`config.mk`:
```
export PLATFORM = sky130hd
export DESIGN_NAME = fc_argmax
export DESIGN_NICKNAME = d
export VERILOG_FILES = /design/src/rtl/fc_argmax.sv
export SDC_FILE = /design/constraint.sdc
export NUM_CORES = 1
export LEC_CHECK = 0
export ABC_AREA = 1
export BUFFER_PORTS_ARGS = -buffer_cell sky130_fd_sc_hd__buf_2
export CAP_MARGIN = 10
export CORE_ASPECT_RATIO = 1.2
export CORE_UTILIZATION = 40
export CTS_CLUSTER_SIZE = 14
export DETAILED_ROUTE_END_ITERATION = 7
export HOLD_SLACK_MARGIN = 0.03
export PLACE_DENSITY = 0.71
export SYNTH_ARGS = -nofsm -noshare
export SYNTH_HDL_FRONTEND = slang
export SYNTH_SLANG_ARGS = --single-unit
```
`constraint.sdc`:
```
create_clock -name clk -period 2.4 [get_ports clk]
set_input_delay 0.24 -clock clk [delete_from_list [all_inputs] [get_ports clk]]
set_output_delay 0.24 -clock clk [all_outputs]
set_load 0.02 [all_outputs]
```
`src/rtl/fc_argmax.sv`:
```
// fc_argmax: scans the FC layer's packed class scores one per clock and reports the argmax.
// Define ARGMAX_SCORE_OUT_EN to also export the winning score on max_score.
module fc_argmax #(
  parameter int  BITWIDTH    = 8,
  parameter int  FILTERBATCH = 10,
  localparam int IDXW        = (FILTERBATCH > 1) ? $clog2(FILTERBATCH) : 1
) (
  input  logic                            clk,
  input  logic                            rst_n,
  input  logic                            clken,
  input  logic                            in_valid,
  output logic                            in_ready,
  input  logic [BITWIDTH*2*FILTERBATCH-1:0] scores,
  output logic                            out_valid,
  output logic [IDXW-1:0]                 class_idx,
  output logic                            busy
`ifdef ARGMAX_SCORE_OUT_EN
  ,
  output logic signed [BITWIDTH*2-1:0]    max_score
`endif
);

  localparam int SW = 2 * BITWIDTH;
  localparam logic [IDXW-1:0] LAST_IDX = IDXW'(FILTERBATCH - 1);

  typedef enum logic [1:0] {IDLE, SCAN, DONE} state_t;

  state_t               state;
  logic signed [SW-1:0] shadow_p0 [FILTERBATCH];
  logic [IDXW-1:0]      cnt_p0;
  logic signed [SW-1:0] best_val_p1;
  logic [IDXW-1:0]      best_idx_p1;
  logic signed [SW-1:0] cand_val;
  logic signed [SW-1:0] nxt_val;
  logic [IDXW-1:0]      nxt_idx;
  logic                 accept;

  function automatic logic signed [SW-1:0] entry(input logic [SW*FILTERBATCH-1:0] vec,
                                                 input int k);
    return $signed(vec[k*SW +: SW]);
  endfunction

  assign in_ready = (state == IDLE) && clken;
  assign accept   = in_valid && in_ready;
  assign cand_val = shadow_p0[cnt_p0];

  // Strict greater-than keeps the lowest index on ties.
  always_comb begin
    nxt_val = best_val_p1;
    nxt_idx = best_idx_p1;
    if (cand_val > best_val_p1) begin
      nxt_val = cand_val;
      nxt_idx = cnt_p0;
    end
  end

  always_ff @(posedge clk or negedge rst_n) begin
    if (!rst_n) begin
      state       <= IDLE;
      out_valid   <= 1'b0;
      class_idx   <= '0;
      busy        <= 1'b0;
      cnt_p0      <= '0;
      best_val_p1 <= '0;
      best_idx_p1 <= '0;
      for (int k = 0; k < FILTERBATCH; k++) shadow_p0[k] <= '0;
`ifdef ARGMAX_SCORE_OUT_EN
      max_score   <= '0;
`endif
    end else begin
      case (state)
        // Capture stage: the shadow copy frees the upstream register immediately.
        IDLE: begin
          out_valid <= 1'b0;
          if (accept) begin
            for (int k = 0; k < FILTERBATCH; k++) shadow_p0[k] <= entry(scores, k);
            best_val_p1 <= entry(scores, 0);
            best_idx_p1 <= '0;
            cnt_p0      <= IDXW'(1);
            busy        <= 1'b1;
            if (FILTERBATCH == 1) begin
              class_idx <= '0;
              out_valid <= 1'b1;
              state     <= DONE;
`ifdef ARGMAX_SCORE_OUT_EN
              max_score <= entry(scores, 0);
`endif
            end else begin
              state <= SCAN;
            end
          end
        end
        // Compare stage: one entry per enabled clock.
        SCAN: begin
          if (clken) begin
            best_val_p1 <= nxt_val;
            best_idx_p1 <= nxt_idx;
            if (cnt_p0 == LAST_IDX) begin
              class_idx <= nxt_idx;
              out_valid <= 1'b1;
              state     <= DONE;
`ifdef ARGMAX_SCORE_OUT_EN
              max_score <= nxt_val;
`endif
            end else begin
              cnt_p0 <= cnt_p0 + IDXW'(1);
            end
          end
        end
        // Result stage: the pulse always retires, even with clken low.
        DONE: begin
          out_valid <= 1'b0;
          busy      <= 1'b0;
          state     <= IDLE;
        end
        default: begin
          out_valid <= 1'b0;
          busy      <= 1'b0;
          state     <= IDLE;
        end
      endcase
    end
  end

endmodule
```
==> impl_metrics.tcl, run 1 <==
set metrics [dict create \
    hp-class "primary input to flop" \
    skew_ps 12.1 \
    final_cell_mix "nand2_1, dfrtp_1, buf_2" \
    ios 171 \
    status "finished, violations left" \
    syn-cell-area_sq_um 9480 \
    crit_required_ps 2720 \
    fin_ws_ps -434 \
    clock_latency_ps 440 \
    hold_path_depth 3 \
    synth_area_per_cell_sq_um 7.40 \
    area_growth_pct 37.3 \
    hold_end "shadow_p0[1]" \
    design.die.area_sq_um 24300 \
    stdcell_area_sq_um 13000 \
    synth_cell_type_count 28 \
    path_class "flop to flop" \
    arrival_ps 3160 \
    ff2ff_path_depth 19 \
    placed_area_sq_um 11100 \
    max_freq_mhz 353 \
    routedWlPerCell_microns 15.9 \
    start_util_pct 40.9 \
    yosys_warnings 0 \
    synth_edf_count 0 \
    violations "setup timing" \
    die_x_microns 143 \
    rsz0062_at_grt "true" \
    grt_first_pass_wirelength_microns 48000 \
    routabilityCongestion 0.914 \
    synth_top_area_share_pct 50.7 \
    dp_cells 1759 \
    synth-seq-area-share_pct 50.7 \
    io_buffers 170 \
    synth.area.top_cells "dfrtp_1, nand2_1, nor2_1, o21ai_0, o211ai_1" \
    drv_cap 0 \
    timing.final.crit_share_pct 118 \
    core_sq_um 23200 \
    cts_buffer_depth 2 \
    power_leakage_nw 6.94 \
    root_buffer "clkbuf_16" \
    cts_sinks 192 \
    tightestPinTransition_ps 594 \
    rr_endpoint "best_val_p1[10]" \
    slew_viol_final 0 \
    overflow 0 \
    netlist_instances 1281 \
    regToRegSetupSlack_ps -430 \
    synth_largest_area_cell "dfrtp_1" \
    n_fill_cell 2107 \
    max_slew_margin_pct 60.4 \
    drive_gt1_share_pct 19.0 \
    ir_drop_uv 902 \
    dp_hpwl_microns 20800 \
    drt_iter0_drc 850 \
    r2r_start "cnt_p0[0]" \
    clk_pin_slew_ps 70 \
    ant_nets 0 \
    grt_max_degree 119 \
    fin_crit_ps 2830 \
    viasPerCell 5.00 \
    stdcell_count 1922 \
    grt_pass1_vias 9516 \
    hp-start "scores[145]" \
    cts_tree "done" \
    synth.ff_latch_count 192 \
    whs_ps 37.9 \
    drc 0 \
    antenna_found_initial 1 \
    cp-end-kind "flop" \
    numCtsBuffers 17 \
    synth_nets 1463 \
    path_max_fanout 13 \
    final_nets 1775 \
    synth-main-ff-cell "dfrtp_1" \
    final_common_cell "nand2_1" \
    routed-via-count 9616 \
    routed_wl_microns 30500 \
    first_pass_iters 8 \
    placementRows 61 \
    place_ws_ps -429 \
    grt_usage_pct 26.0 \
    finalSetupViolCount 24 \
    final_hold_viol_count 0 \
    fin_util_pct 56.1 \
    start_kind "flop" \
    cts-htree-levels 4 \
    cellPowerDensity_nw_per_um2 1380 \
    synthArstFlopShare_pct 100 \
    die_y_microns 171 \
]
## logic make-up after synthesis
| family | count (synthesis) | synth area share, % |
|---|---|---|
| simple gates | 847 | 34.9 |
| flops | 192 | 50.7 |
| fa+ha+maj | 18 | 2.37 |
| compound gates | 113 | 6.98 |
| buf+inv | 111 | 5.08 |
## metrics by stage
stage	TNS, ps	power, mW
finish	-9890	17.9
global route	-12850	19.4
CTS	-8390	17.8
detailed placement	-9770	14.6
global placement	-8240	14.4
floorplan	-2300	11.2
## synthesized netlist by cell type (7+ instances only)
library cell and number:
o21ai_0 69, nand3_1 44, nand2_1 684, o211ai_1 33, buf_2 30, ha_1 18, inv_1 32, clkbuf_1 36
dfrtp_1 192, a21oi_1 7, nor2_1 103
## worst max-delay path by stage
stage | startpoint | to | cells after the start
global placement | cnt_p0[0] | best_val_p1[15] | 21
CTS | cnt_p0[0] | class_idx[0] | 18
finish | cnt_p0[0] | best_val_p1[10] | 19
global route | cnt_p0[0] | best_val_p1[7] | 18
detailed placement | cnt_p0[0] | best_val_p1[4] | 21
floorplan | cnt_p0[0] | best_val_p1[10] | 22
## final cells by class
class                   instances  area [sq um]  area share (%)
flip-flops and latches        192          4810            36.9
multi-input cells             978          4330            33.3
repair buffers                366          2810            21.6
clock buffers                  24           482            3.70
well taps                     315           394            3.03
inverters                      38           145            1.11
clock inverters                 8          56.3           0.432
diodes                          1          2.50          0.0192
## routing by layer
layer / share of wire (%) / wire length (microns) / global-route usage [%] / vias up
met2: 50 / 15300 / 45.0 / 365
met3: 5.3 / 1630 / 4.06 / 85
li1: - / - / - / 4623
met5: 0 / 0 / 0 / -
met4: 3.8 / 1170 / 12.2 / 0
met1: 41 / 12400 / 31.8 / 4543
## where the power goes
part | leakage, nW | switching, mW | internal [mW] | total (mW)
registers | 2.42 | 1.13 | 4.86 | 6.00
clock network | 0.249 | 1.25 | 1.41 | 2.66
logic | 4.28 | 5.32 | 3.97 | 9.29
## critical path, cell delays in order, from the launching register on
cell and delay [ps]:
dfrtp_2 410, inv_2 90, buf_4 180, o21ai_0 340, o211ai_1 190, nand3_1 120, nand2_1 90, ha_1 280
nand2_1 70, nor2_2 110, nand2_1 60, nand2_1 70, nand2_2 60, nand2_1 90, nand2_2 80, nand3_4 80
nand2_4 90, buf_4 160, nand3_1 70, nand2_1 60
## state kept, by name (all words and copies together) (netlist names)
signal       cells
class_idx        4
state            2
cnt_p0           4
busy             1
out_valid        1
shadow_p0      160
best_val_p1     16
best_idx_p1      4
## repair_timing
| action | CTS | global route |
|---|---|---|
| gates resized for setup | 18 | 14 |
| buffers inserted | 0 | 1 |
| pin swaps | 8 | 6 |
| hold buffers | 128 | 1 |
| hold endpoints to repair | 183 | 1 |
| endpoints found under the setup margin | 24 | 24 |
(Power assumes the default switching activity.)
==> inputs of run 2 (changes only) <==
--- a/config.mk
+++ b/config.mk
@@ -13,7 +13,7 @@
 export CTS_CLUSTER_SIZE = 14
 export DETAILED_ROUTE_END_ITERATION = 7
 export HOLD_SLACK_MARGIN = 0.03
-export PLACE_DENSITY = 0.71
+export PLACE_DENSITY_LB_ADDON = 0.05
 export SYNTH_ARGS = -nofsm -noshare
 export SYNTH_HDL_FRONTEND = slang
 export SYNTH_SLANG_ARGS = --single-unit
==> impl_metrics.tcl, run 2 (same netlist as run 1, synthesis figures left out) <==
set metrics [dict create \
    final_hold_viol_count 0 \
    placementRows 61 \
    largest_register_ffs 160 \
    arrival_ps 3280 \
    ff2ff_path_depth 22 \
    root_buffer "clkbuf_16" \
    place_ws_ps -640 \
    routabilityCongestion 0.850 \
    placed_area_sq_um 11300 \
    drv_cap 0 \
    final_common_cell "nand2_1" \
    drt_iter0_drc 565 \
    max_freq_mhz 338 \
    multi_input_area_sq_um 4470 \
    ir_drop_uv 923 \
    numCtsBuffers 17 \
    cts_tree "done" \
    regMostFlops "shadow_p0" \
    finalSetupViolCount 24 \
    ant_nets 0 \
    design.die.area_sq_um 24300 \
    cellPowerDensity_nw_per_um2 1440 \
    antenna_cells 0 \
    fin_ws_ps -557 \
    core_sq_um 23200 \
    rsz0062_at_grt "true" \
    violations "setup timing" \
    fin_crit_ps 2960 \
    viasPerCell 4.83 \
    max_slew_margin_pct 65.9 \
    io_buffers 170 \
    dp_hpwl_microns 21800 \
    clk_pin_slew_ps 80 \
    first_pass_iters 5 \
    path_class "flop to flop" \
    ff_latch_area_sq_um 4810 \
    start_util_pct 40.9 \
    hold_path_depth 3 \
    cts_sinks 192 \
    grt_usage_pct 27.2 \
    path_max_fanout 16 \
    final_nets 1808 \
    skew_ps 12.8 \
    start_kind "flop" \
    drc 0 \
    overflow 0 \
    tightestPinTransition_ps 509 \
    grt_first_pass_wirelength_microns 50100 \
    n_fill_cell 2262 \
    total_power_mw 19.7 \
    hp-class "primary input to flop" \
    drive_gt1_share_pct 22.3 \
    status "finished, violations left" \
    stdcell_area_sq_um 13700 \
    cts-htree-levels 4 \
    clock_latency_ps 440 \
    power_leakage_nw 7.26 \
    die_y_microns 171 \
    routed-via-count 9443 \
    cts_buffer_depth 2 \
    area_growth_pct 44.2 \
    grt_max_degree 82 \
    crit_required_ps 2730 \
    antenna_found_initial 0 \
    cp-end-kind "flop" \
    die_x_microns 143 \
    timing.final.crit_share_pct 123 \
    reg_top3 "shadow_p0: 160 flops, best_val_p1: 16 flops" \
    routed_wl_microns 32100 \
    final_cell_mix "nand2_1, dfrtp_1, buf_2" \
    grt_pass1_vias 9515 \
    ios 171 \
    routedWlPerCell_microns 16.4 \
    slew_viol_final 0 \
]
==> run 2: changes by cell type in the layout (fill, tap and decap cells not counted), moves of 6 or more <==
cell     previous run  this run
buf_4              52        72
nand2_1           673       665
nand2_2            11        19
buf_12             11        18
o21ai_2             2         8
==> run 2: worst paths after layout <==
check	from	to	slack [ps]
worst max-delay path	cnt_p0[0]	best_val_p1[6]	-560
worst min-delay path	scores[130]	shadow_p0[18]	40
worst max register to register	cnt_p0[0]	best_val_p1[6]	-560
worst min register to register	shadow_p0[62]	shadow_p0[62]	480
max in group asynchronous	rst_n	cnt_p0[1]	1360
min in group asynchronous	rst_n	shadow_p0[132]	310
==> run 2: timing repair <==
action / CTS / global route
cloned: 1 / 5
setup endpoints to repair: 24 / 25
pin swaps: 6 / 15
resized for setup: 23 / 45
hold buffers: 132 / 0
endpoints found under the hold margin: 177 / 0
setup buffers: 0 / 3
==> run 2: per-layer routing <==
layer  part of all wire [%]  vias up  wire, microns  track usage, %
met5                      0        -              0               0
met4                    3.0        0            964            9.68
met3                    3.9       54           1240            3.11
met2                     49      239          15700            47.0
met1                     44     4460          14100            35.2
li1                       -     4690              -               -
==> run 2: worst max-delay path, stage by stage, from the launching register on <==
cell	delay, ps
dfrtp_2	490
buf_12	180
buf_12	140
buf_4	130
nor2_1	90
nor2_1	50
o21ai_1	80
o211ai_1	120
nand3_1	120
nand2_2	90
ha_4	270
nand2_1	70
nor2_2	140
nand2_1	60
nand2_1	80
nand2_2	70
nand2_2	70
nand2_2	70
nand3_4	90
nand2_8	100
clkbuf_16	180
nand3_1	60
nand2_1	60
==> run 2: cell type report <==
type / instances / area share [%]
well taps: 315 / 2.88
inverters: 38 / 1.08
flip-flops and latches: 192 / 35.2
repair buffers: 398 / 23.6
clock buffers: 18 / 3.21
clock inverters: 14 / 1.36
multi-input cells: 979 / 32.7
==> run 2: power breakdown <==
part / switching [mW] / internal, mW
Sequential: 1.11 / 4.86
Combinational: 5.94 / 4.79
Clock: 1.46 / 1.54
==> run 2: per-stage QoR <==
stage          utilization [%]  TNS [ps]  instances  hold WS [ps]
5_1_grt                   58.9    -16680       1954          33.1
6_report                  58.9    -12530       1954          39.9
4_1_cts                   57.5    -11180       1946          31.7
3_3_place_gp              48.7    -13730       1781           237
2_1_floorplan                -     -2300       1281         -55.6
3_5_place_dp              48.7    -14500       1781           232
